### config.mk
export PLATFORM = sky130hd
export DESIGN_NAME = beat_timing_gen
export DESIGN_NICKNAME = d
export VERILOG_FILES = /design/src/rtl/beat_timing_gen.sv
export SDC_FILE = /design/constraint.sdc
export NUM_CORES = 1
export LEC_CHECK = 0
export BUFFER_PORTS_ARGS = -buffer_cell sky130_fd_sc_hd__buf_2
export CORE_ASPECT_RATIO = 0.9
export CORE_MARGIN = 5
export CORE_UTILIZATION = 51
export DETAILED_ROUTE_END_ITERATION = 12
export PLACE_DENSITY = 0.79
export SYNTH_ARGS = -nofsm -noshare
export SYNTH_HDL_FRONTEND = slang
export SYNTH_SLANG_ARGS = --single-unit
### constraint.sdc
create_clock -name clk -period 2 [get_ports clk]
set_input_delay 0.1 -clock clk [delete_from_list [all_inputs] [get_ports clk]]
set_output_delay 0.1 -clock clk [all_outputs]
set_load 0.05 [all_outputs]
### src/rtl/beat_timing_gen.sv
// Beat/phase timing generator: synchronized start and interrupt buttons, T1-T3 phase ring, W1-W3 beat sequencer.
// The start edge registers into RUN/T1; controller requests are sampled only on the edge that ends T3.
module beat_timing_gen (
  input  logic       clk,
  input  logic       clr,
  input  logic       qd,
  input  logic       int_btn,
  input  logic       short,
  input  logic       long,
  input  logic       stop,
  output logic       t1,
  output logic       t2,
  output logic       t3,
  output logic       w1,
  output logic       w2,
  output logic       w3,
  output logic       running,
  output logic       pulse,
  output logic [7:0] beat_cnt
);

  typedef enum logic {IDLE, RUN} state_e;

  // bit0/bit1 form the synchronizer, bit2 is the edge-detect history flop
  logic [2:0] qd_sync_q, qd_sync_d;
  logic [2:0] int_sync_q, int_sync_d;
  state_e     state_q, state_d;
  logic [2:0] t_q, t_d;
  logic [2:0] w_q, w_d;
  logic [7:0] cnt_q, cnt_d;
  logic       qd_edge;

  assign qd_edge = qd_sync_q[1] & ~qd_sync_q[2];

  always_comb begin
    qd_sync_d  = {qd_sync_q[1:0], qd};
    int_sync_d = {int_sync_q[1:0], int_btn};
    state_d    = state_q;
    t_d        = t_q;
    w_d        = w_q;
    cnt_d      = cnt_q;
    case (state_q)
      IDLE: begin
        if (qd_edge) begin
          state_d = RUN;
          t_d     = 3'b001;
        end
      end
      RUN: begin
        if (t_q[2]) begin
          cnt_d = cnt_q + 8'd1;
          if (w_q[0])      w_d = short ? 3'b001 : 3'b010;
          else if (w_q[1]) w_d = long  ? 3'b100 : 3'b001;
          else             w_d = 3'b001;
          // A stopped beat still completes; the advanced beat is held for restart
          if (stop) begin
            state_d = IDLE;
            t_d     = 3'b000;
          end else begin
            t_d     = 3'b001;
          end
        end else begin
          t_d = {t_q[1:0], 1'b0};
        end
      end
      default: begin
        state_d = IDLE;
        t_d     = 3'b000;
      end
    endcase
  end

  always_ff @(posedge clk or negedge clr) begin
    if (!clr) begin
      qd_sync_q  <= 3'b000;
      int_sync_q <= 3'b000;
      state_q    <= IDLE;
      t_q        <= 3'b000;
      w_q        <= 3'b001;
      cnt_q      <= 8'd0;
    end else begin
      qd_sync_q  <= qd_sync_d;
      int_sync_q <= int_sync_d;
      state_q    <= state_d;
      t_q        <= t_d;
      w_q        <= w_d;
      cnt_q      <= cnt_d;
    end
  end

  assign t1       = t_q[0];
  assign t2       = t_q[1];
  assign t3       = t_q[2];
  assign w1       = w_q[0];
  assign w2       = w_q[1];
  assign w3       = w_q[2];
  assign running  = (state_q == RUN);
  assign pulse    = int_sync_q[1] & ~int_sync_q[2];
  assign beat_cnt = cnt_q;

endmodule

==> results of run 1 <==
## sequential cells by signal (all words and copies together), names as in the netlist
name        cells
beat_cnt        8
int_sync_q      3
qd_sync_q       3
t_q             3
w_q             3
running         1
## cells in the final DEF, fill, tap and decap left out, types with 2 or more instances in the layout
cell type and instances:
nor2_1 4, a21oi_1 2, clkbuf_4 3, dlygate4sd3_1 4, a21o_1 2, dfrtp_1 20, xnor2_1 7, nor2b_1 2
nand2_1 6, buf_2 22, nand4_1 4
## power by group through the flow
stage               Combinational (µW)  Clock (µW)  Sequential, µW
detailed placement                 553           0             623
floorplan                          135           0             896
CTS                                560         203             615
global route                       590         222             634
global placement                   544           0             616
finish                             553         190             615
## how the worst min path moves through the flow
stage / startpoint / to / slack [ps] / cells after the start
2_1_floorplan: clr / beat_cnt[0] / -200 / 0
3_3_place_gp: clr / t_q[0] / 70 / 1
3_5_place_dp: clr / qd_sync_q[2] / 70 / 1
4_1_cts: short / w_q[0] / 50 / 3
5_1_grt: long / w_q[2] / 60 / 3
6_report: long / w_q[2] / 70 / 3
## per-layer routing
metal,wire [µm],GRT usage,up-vias,part of all wire
met3,84,0.0381,2,0.060
met2,652,0.231,14,0.46
met1,658,0.194,256,0.47
met4,12,0.0645,0,0.0085
li1,-,-,263,-
met5,0,0,-,0
## cells by family (layout without fill, tap and decap cells)
group,count (synthesis),count (layout)
compound gates,7,7
xor+xnor,7,7
fa+ha+maj,1,1
buf+inv,0,30
flops,21,21
mux,1,1
simple gates,22,22
## synthesized netlist by cell type, types with 2 or more instances
cell type,number
nand2_1,6
nor2b_1,2
nand4_1,4
xnor2_1,7
nor2_1,4
a21oi_1,2
dfrtp_1,20
a21o_1,2
## stage by stage
stage | instance area, µm² | utilization
after global placement | 905 | 0.625
final | 971 | 0.671
after CTS | 971 | 0.671
after floorplan | 776 | -
after detailed placement | 905 | 0.625
after global routing | 971 | 0.671
## final cells by class
cell class | count | area share
Clock buffer | 4 | 0.0271
Multi-Input combinational cell | 38 | 0.256
Sequential cell | 21 | 0.543
Tap cell | 15 | 0.0193
Timing Repair Buffer | 26 | 0.155
## tightest hold or removal path, stage by stage
cell	delay, ps
buf_2	100
nand2_1	70
o31ai_1	60
## timing repair
action	4_1_cts	5_1_grt
gates resized for setup	0	0
hold buffers	4	0
endpoints found under the hold margin	23	0
==> run metrics, run 1 <==
leak pwr=0.000487 µW; CP Data Required Time=2180 ps; full die area=0.00240 mm²; die width=just over 50 µm; PD cells=about 1400 mW/mm²; Post-synth EDFFs=0; Multi-input gate area=249 µm²; sequential share of power=0.453; cell taking the most area after synthesis=dfrtp_1; fmax=0.821 GHz; Layout area overhead=25.2%; switching pwr=617 µW; CTS tree=built; Root Buffer=clkbuf_4; Crit path depth=2; core area=roughly 0.0014 mm²; Synth Flop Type=dfrtp_1; endpoints failing hold=0; worst setup path end=beat_cnt[1]; Final Routed Wirelength=1.41 mm; Num CTS Buffers=3; crit path buf inv count=0; compound-gate portion of the synthesized area=0.0565; CP max-delay cell=dfrtp_1; Post-Synth XOR/XNOR Area=0.0790; initial core utilization=0.536; FF-to-FF Start=running; first-pass iteration count of the detailed router=3; final-layout fill cell count=115; post-CTS setup buffer count=0; post-synthesis simple-gate area fraction=0.155; Mean Syn Cell Area=13.1 µm²; number of global-route vias before repair=531; main combinational cell family by area after synthesis=simple AND/OR/NAND/NOR gates; I/O pin count=23; Critical Path Source=running; WP data arrival=1400 ps; final setup vio count=0; crit path cell chain=and2_1 -> mux2_2; clock buffer depth=2; combinational share of power=0.407; Tmin final=1220 ps; # rows=13; sequential cell area=approximately 530 µm²; sequential area share after synthesis=0.679; mux cell area share after synthesis=0.0145; first-pass GRT wire length=2.50 mm; cell area after synthesis=a little under 800 µm²; VDD IR max=0.820 mV; # DRC=0; Tcrit/Tclk final=0.609; top post-synthesis cells by area=dfrtp_1, xnor2_1, dfstp_2, nand4_1, nand2_1; Yosys top cell area share=0.645; worst skew pair latency=290 ps; cell-internal power=741 µW; Worst R2R Path Depth=2; top cell family by delay on the critical path=flip-flops; worst hold path type=input port to flop; adder-cell share of the synthesized area=0.0161; cell count after synthesis=59; switching part of the total power=0.454; CTS Sinks=21; RSZ-0062 raised after global routing=no; fin nets=98; Antenna Nets Post-Route=0; status=completed; Async S/R FF share, synth=1.00; worst reg2reg setup slack=approximately 780 ps; TNS Setup=0 ps; IO buf count=22; crit path kind=flop to flop; layout cells sized above 1=0.315; ANT cells=0; 1st-iter DRT viols=5; RR Endpoint=beat_cnt[1]; Yosys warning total=0; chip height=47 µm; Inst Count DP=96; Yosys reg bits=21; H-tree depth=1; number of library cell types mapped by synthesis=20; Crit Path Max Fanout=9; clock skew=a little under 3 ps; DP Worst Slack=801 ps; Mapped Nets=67; pin count of the biggest net entering global routing=22; Max transition margin=0.699; Clock Power Share=0.140; CP endpoint kind=flop; Max stage delay on crit path=480 ps; MaxCap Viol Count=0; Clock Pin Slew Worst Setup and Hold Paths=about 100 ps; vias per cell=5.14; overall global routing resource usage=0.146; total chip power=1360 µW; GP Congestion=0.779; Critical Path Start Type=flop; Final Max Slew Viols=0; Worst-Margin Slew=452 ps; initial antenna violation count=0; routed via count=535; fin cells=104; hold slack final=66.4 ps; final worst slack=between 700 and 800 ps; wire per inst=13.5 µm; Congestion Overflow GR=0
Power figures use the tool's default switching activity.
==> inputs of run 2 (changes only) <==
- CORE_UTILIZATION: 51 -> 43
- PLACE_DENSITY: 0.79 -> 0.71
- clock period: 2 -> 1.1 ns (I/O delays scaled with it)
==> run 2 against run 1 <==
Compared with the run above:
- the run now ends with negative setup slack left
- largest power group is now combinational cells
- sequential share of layout area shrank 5.4 points
- power grew 110%
- critical path depth grew 1
- setup slack lost 800 ps
- wire length grew 15%
- cell count grew 13%
- flip-flop and latch count is the same
- via count grew 5.0%
==> run metrics, run 2 (synthesis gave the netlist of run 1 again) <==
Max transition margin=0.699 (about the same); vias per cell=4.76 (-7.4%); max FFs per register=8 (unchanged); Inst Count DP=109 (+14%); core area=0.00170 mm² (+17%); WP data arrival=1310 ps (-90 ps); clock buffer depth=2 (unchanged); most frequent cells in the layout=buf_2, dfrtp_1, xnor2_1, dfrtp_2; first-pass GRT wire length=2.53 mm (+1.1%); M3 GR Usage=0.0178 (-0.0203); final core occ=0.646 (-0.0249); Worst-Margin Slew=452 ps (+0.300 ps); overall global routing resource usage=0.125 (-0.0211); fin cells=118 (+13%); # rows=14 (+1); full die area=0.00275 mm² (+15%); ANT cells=0 (unchanged); PD cells=2550 mW/mm² (+82%); Root Buffer=clkbuf_4; Design Area, Final=0.00110 mm² (+13%); clock skew=2.83 ps (-0.0694 ps); worst hold path type=input port to flop; fin nets=103 (+5.1%); failing checks=negative setup slack; Tcrit/Tclk final=1.01 (+0.404); leak pwr=0.000529 µW (+8.6%); chip height=50.3 µm (+7.0%); MaxCap Viol Count=0 (unchanged); CTS tree=built; Final Max Slew Viols=0 (unchanged); DP Area=957 µm² (+5.8%); routed via count=562 (+5.0%); Tmin final=1110 ps (-104 ps); CP Data Required Time=1290 ps (-890 ps); CP max-delay cell=dfrtp_2; Congestion Overflow GR=0 (unchanged); initial core utilization=0.457 (-0.0793); Clock Pin Slew Worst Setup and Hold Paths=110 ps (about the same); CP endpoint kind=flop; Final Routed Wirelength=1.62 mm (+15%); GP Congestion=0.699 (-10%); die width=54.8 µm (+7.2%); RSZ-0062 raised after global routing=yes; 1st-iter DRT viols=13 (+8); Crit Path Max Fanout=7 (-2); layout cells sized above 1=0.468 (+0.153); first-pass iteration count of the detailed router=6 (+3); top cell family by delay on the critical path=flip-flops; HPWL Detailed=~1.1 mm; Layout area overhead=41.5%; status=finished with violations; worst skew pair latency=290 ps (about the same); met2 Use GR=0.191 (-0.0404); H-tree depth=1 (unchanged); pin count of the biggest net entering global routing=22 (unchanged); crit path cell chain=and4_4 -> nand4_1 -> xnor2_1; hold slack final=11.4 ps (-55.0 ps); number of global-route vias before repair=546 (+2.8%); final worst slack=-14.4 ps (-796 ps); endpoints failing hold=0 (unchanged); initial antenna violation count=0 (unchanged); crit path kind=flop to flop; I/O pin count=23 (unchanged); CTS Sinks=21 (unchanged); Max stage delay on crit path=450 ps (-30 ps); busiest grt layer=met2; fmax=0.897 GHz (+9.3%); Antenna Nets Post-Route=0 (unchanged); # DRC=0 (unchanged); VDD IR max=1.55 mV (+89%); IO buf count=22 (unchanged); met1 Use GR=0.171 (-0.0224); Num CTS Buffers=3 (unchanged); wire per inst=13.8 µm (+1.7%); most common cell after layout, fill and taps aside=buf_2; Critical Path Start Type=flop; final setup vio count=1 (+1); crit path buf inv count=0 (unchanged)
-- run 2: cell count changes in the layout (fill, tap and decap cells not counted), sizes merged --
cell,change
clkinv,+1
buf,+5
clkbuf,-1
-- run 2: through the flow --
step                setup TNS, ps  setup slack, ps  power (µW)
finish                      -14.4            -14.4        2790
global route                 -242            -43.8        2940
CTS                             0             2.29        2720
detailed placement              0             49.7        2230
global placement                0             71.0        2210
floorplan                    -729             -130        1900
-- run 2: repair_timing --
action,in CTS,in global routing
setup buffers,1,0
setup endpoints to repair,6,15
hold buffers,4,0
gates resized for setup,9,13
hold endpoints to repair,24,0
pin swaps,1,4
-- run 2: per-layer routing --
layer	part of all wire	vias to the layer above	wire length, µm
met5	0	-	0
met4	0	0	0
met3	0.047	0	76
met2	0.52	14	851
met1	0.43	272	696
li1	-	276	-
-- run 2: power breakdown --
part	internal (µW)	switching, µW
Clock	135	222
Sequential	959	142
Combinational	502	834
-- run 2: final timing paths --
path | slack [ps] | start | depth (start not counted) | endpoint
max in group asynchronous | 540 | clr | 2 | beat_cnt[0]
min in group asynchronous | 220 | clr | 2 | qd_sync_q[1]
worst min-delay path | 10 | short | 3 | w_q[0]
worst max register to register | -10 | t_q[2] | 3 | beat_cnt[6]
worst min register to register | 360 | qd_sync_q[0] | 0 | qd_sync_q[1]
worst max-delay path | -10 | t_q[2] | 3 | beat_cnt[6]
-- run 2: worst min-delay path, cell delays in order --
cell     delay, ps
buf_2           80
nor3b_1         50
nor2_1         100
-- run 2: layout make-up --
class                   count  area [µm²]
fillers                   139         602
flip-flops and latches     21         536
multi-input cells          38         262
repair buffers             31         243
well taps                  24        30.0
clock buffers               3        22.5
clock inverters             1        5.00
==> inputs of run 3 (changes only) <==
- clock period: 1.1 -> 0.97 ns (I/O delays scaled with it)
==> run 3 against run 2 <==
Compared with the run above:
- the flow still finishes with violations (negative setup slack)
- sequential power increased by 20%
- clock power increased by 21%
- non-clock buffer count is 30 higher
- flip-flop and latch count unchanged
- hold slack gained 200 ps
- count of clock-buffer cells in the layout is 1 higher
==> run metrics, run 3 (synthesis gave the netlist of run 1 again) <==
most common cell after layout, fill and taps aside=buf_6; wire per inst=19.8 µm (+44%); Crit Path Max Fanout=4 (-3); worst hold path type=input port to async pin; core area=0.00170 mm² (unchanged); WL met1=1.18 mm (+69%); total chip power=4500 µW (+61%); Clock Pin Slew Worst Setup and Hold Paths=130 ps (+20 ps); status=finished with violations; MaxCap Viol Count=0 (unchanged); highest routed layer=met4; pin count of the biggest net entering global routing=22 (unchanged); combinational share of power=0.610 (+0.132); fin nets=133 (+29%); sequential share of power=0.294 (-0.100); first-pass iteration count of the detailed router=4 (-2); die width=54.8 µm (unchanged); Critical Path Start Type=flop; Final Max Slew Viols=0 (unchanged); fmax=0.882 GHz (-1.7%); switching part of the total power=0.413 (-0.0155); WP data arrival=1330 ps (+20 ps); crit path kind=flop to flop; PD cells=2900 mW/mm² (+14%); CTS Sinks=21 (unchanged); final core occ=0.913 (+0.267); CTS tree=built; failing checks=negative setup slack; worst skew pair latency=310 ps (+20 ps); H-tree depth=1 (unchanged); final setup vio count=21 (+20); Congestion Overflow GR=0 (unchanged); Clock Power Share=0.096 (-0.032); final-layout fill cell count=57 (-59%); Final Routed Wirelength=2.94 mm (+81%); layout cells sized above 1=0.702 (+0.234); endpoints failing hold=0 (unchanged); first-pass GRT wire length=3.57 mm (+42%); worst reg2reg setup slack=-160 ps (-150 ps); ANT cells=0 (unchanged); # DRC=0 (unchanged); initial core utilization=0.457 (unchanged); hold slack final=207 ps (+196 ps); GP Congestion=0.727 (+4.0%); CP Data Required Time=1160 ps (-130 ps); Num CTS Buffers=3 (unchanged); routed via count=761 (+35%); Tcrit/Tclk final=1.17 (+0.156); chip height=50.3 µm (unchanged); Max transition margin=0.698 (-0.000699); met3 routed WL=156 µm (+110%); clock skew=16.2 ps (+13.4 ps); max FFs per register=8 (unchanged); leak pwr=0.000752 µW (+42%); final worst slack=-164 ps (-149 ps); initial antenna violation count=0 (unchanged); number of global-route vias before repair=738 (+35%); overall global routing resource usage=0.180 (+0.0550); VDD IR max=2.17 mV (+40%); cell-internal power=2640 µW (+65%); full die area=0.00275 mm² (unchanged); vias per cell=5.14 (+8.0%); 1st-iter DRT viols=29 (+16); clock buffer depth=2 (unchanged); most frequent cells in the layout=buf_6, buf_4, dfrtp_1; # rows=14 (unchanged); Layout area overhead=100%; WL met2=1.59 mm (+87%); RSZ-0062 raised after global routing=yes; I/O pin count=23 (unchanged); Tmin final=1130 ps (+19.4 ps); Worst-Margin Slew=453 ps (+1.05 ps); HPWL Detailed=1.17 mm (+11%); Antenna Nets Post-Route=0 (unchanged); IO buf count=22 (unchanged); switching pwr=1860 µW (+55%); Root Buffer=clkbuf_4; CP endpoint kind=flop
==> run 3: cell types whose count changed in the layout (fill, tap and decap cells not counted), moves of 2 or more <==
cell           previous run  this run
buf_4                     5        19
buf_6                     4        24
dlygate4sd3_1             4         6
buf_2                    15         6
nand2_1                   5         2
a21oi_1                   2         0
buf_8                     3         6
a21oi_2                   0         2
xnor2_1                   7         5
xnor2_2                   0         2
==> run 3: layer usage <==
metal,vias to the layer above,GRT usage
met4,0,0.0373
met1,393,0.231
met3,2,0.0562
met5,-,0
met2,31,0.295
li1,335,-
==> run 3: cell type report <==
cell class	count	area, µm²	share of cell area
sequential	21	537	0.346
tap	24	30.0	0.0194
timing repair buffer	61	593	0.382
clock buffer	4	26.3	0.0169
multi-input combinational	38	365	0.235
==> run 3: per-stage QoR <==
stage	area [µm²]	TNS (ps)	setup slack, ps	std cells
6_report	1550	-1920	-164	148
5_1_grt	1550	-2910	-198	148
4_1_cts	1350	-1180	-124	136
3_5_place_dp	1020	-262	-68.2	115
3_3_place_gp	1020	-80.7	-44.1	115
2_1_floorplan	806	-2060	-260	59
==> run 3: critical path: stages (launching register included) <==
cell and delay, ps:
dfrtp_2 440, and4_4 260, nand4_1 150, xnor2_1 170
==> run 3: timing repair <==
| item | 4_1_cts | 5_1_grt |
|---|---|---|
| buffers inserted | 12 | 11 |
| endpoints found under the setup margin | 23 | 31 |
| gates resized for setup | 49 | 24 |
| pin swaps | 10 | 8 |
| hold buffers | 5 | 1 |
| hold endpoints to repair | 25 | 1 |
==> run 3: final timing paths <==
| check | start | endpoint | depth (start not counted) |
|---|---|---|---|
| max reg2reg | running | beat_cnt[6] | 3 |
| max in group asynchronous | clr | beat_cnt[6] | 2 |
| min reg2reg | int_sync_q[0] | int_sync_q[1] | 0 |
| min in group clk | int_sync_q[0] | int_sync_q[1] | 0 |
| min | clr | qd_sync_q[1] | 2 |
| max | running | beat_cnt[6] | 3 |
==> run 3: power groups by stage <==
stage | Combinational (µW) | Sequential, µW | Clock [µW]
after global placement | 1400 | 1260 | 0
after global routing | 2830 | 1350 | 489
after CTS | 2150 | 1280 | 425
after floorplan | 315 | 1890 | 0
after detailed placement | 1420 | 1280 | 0
final | 2740 | 1320 | 433
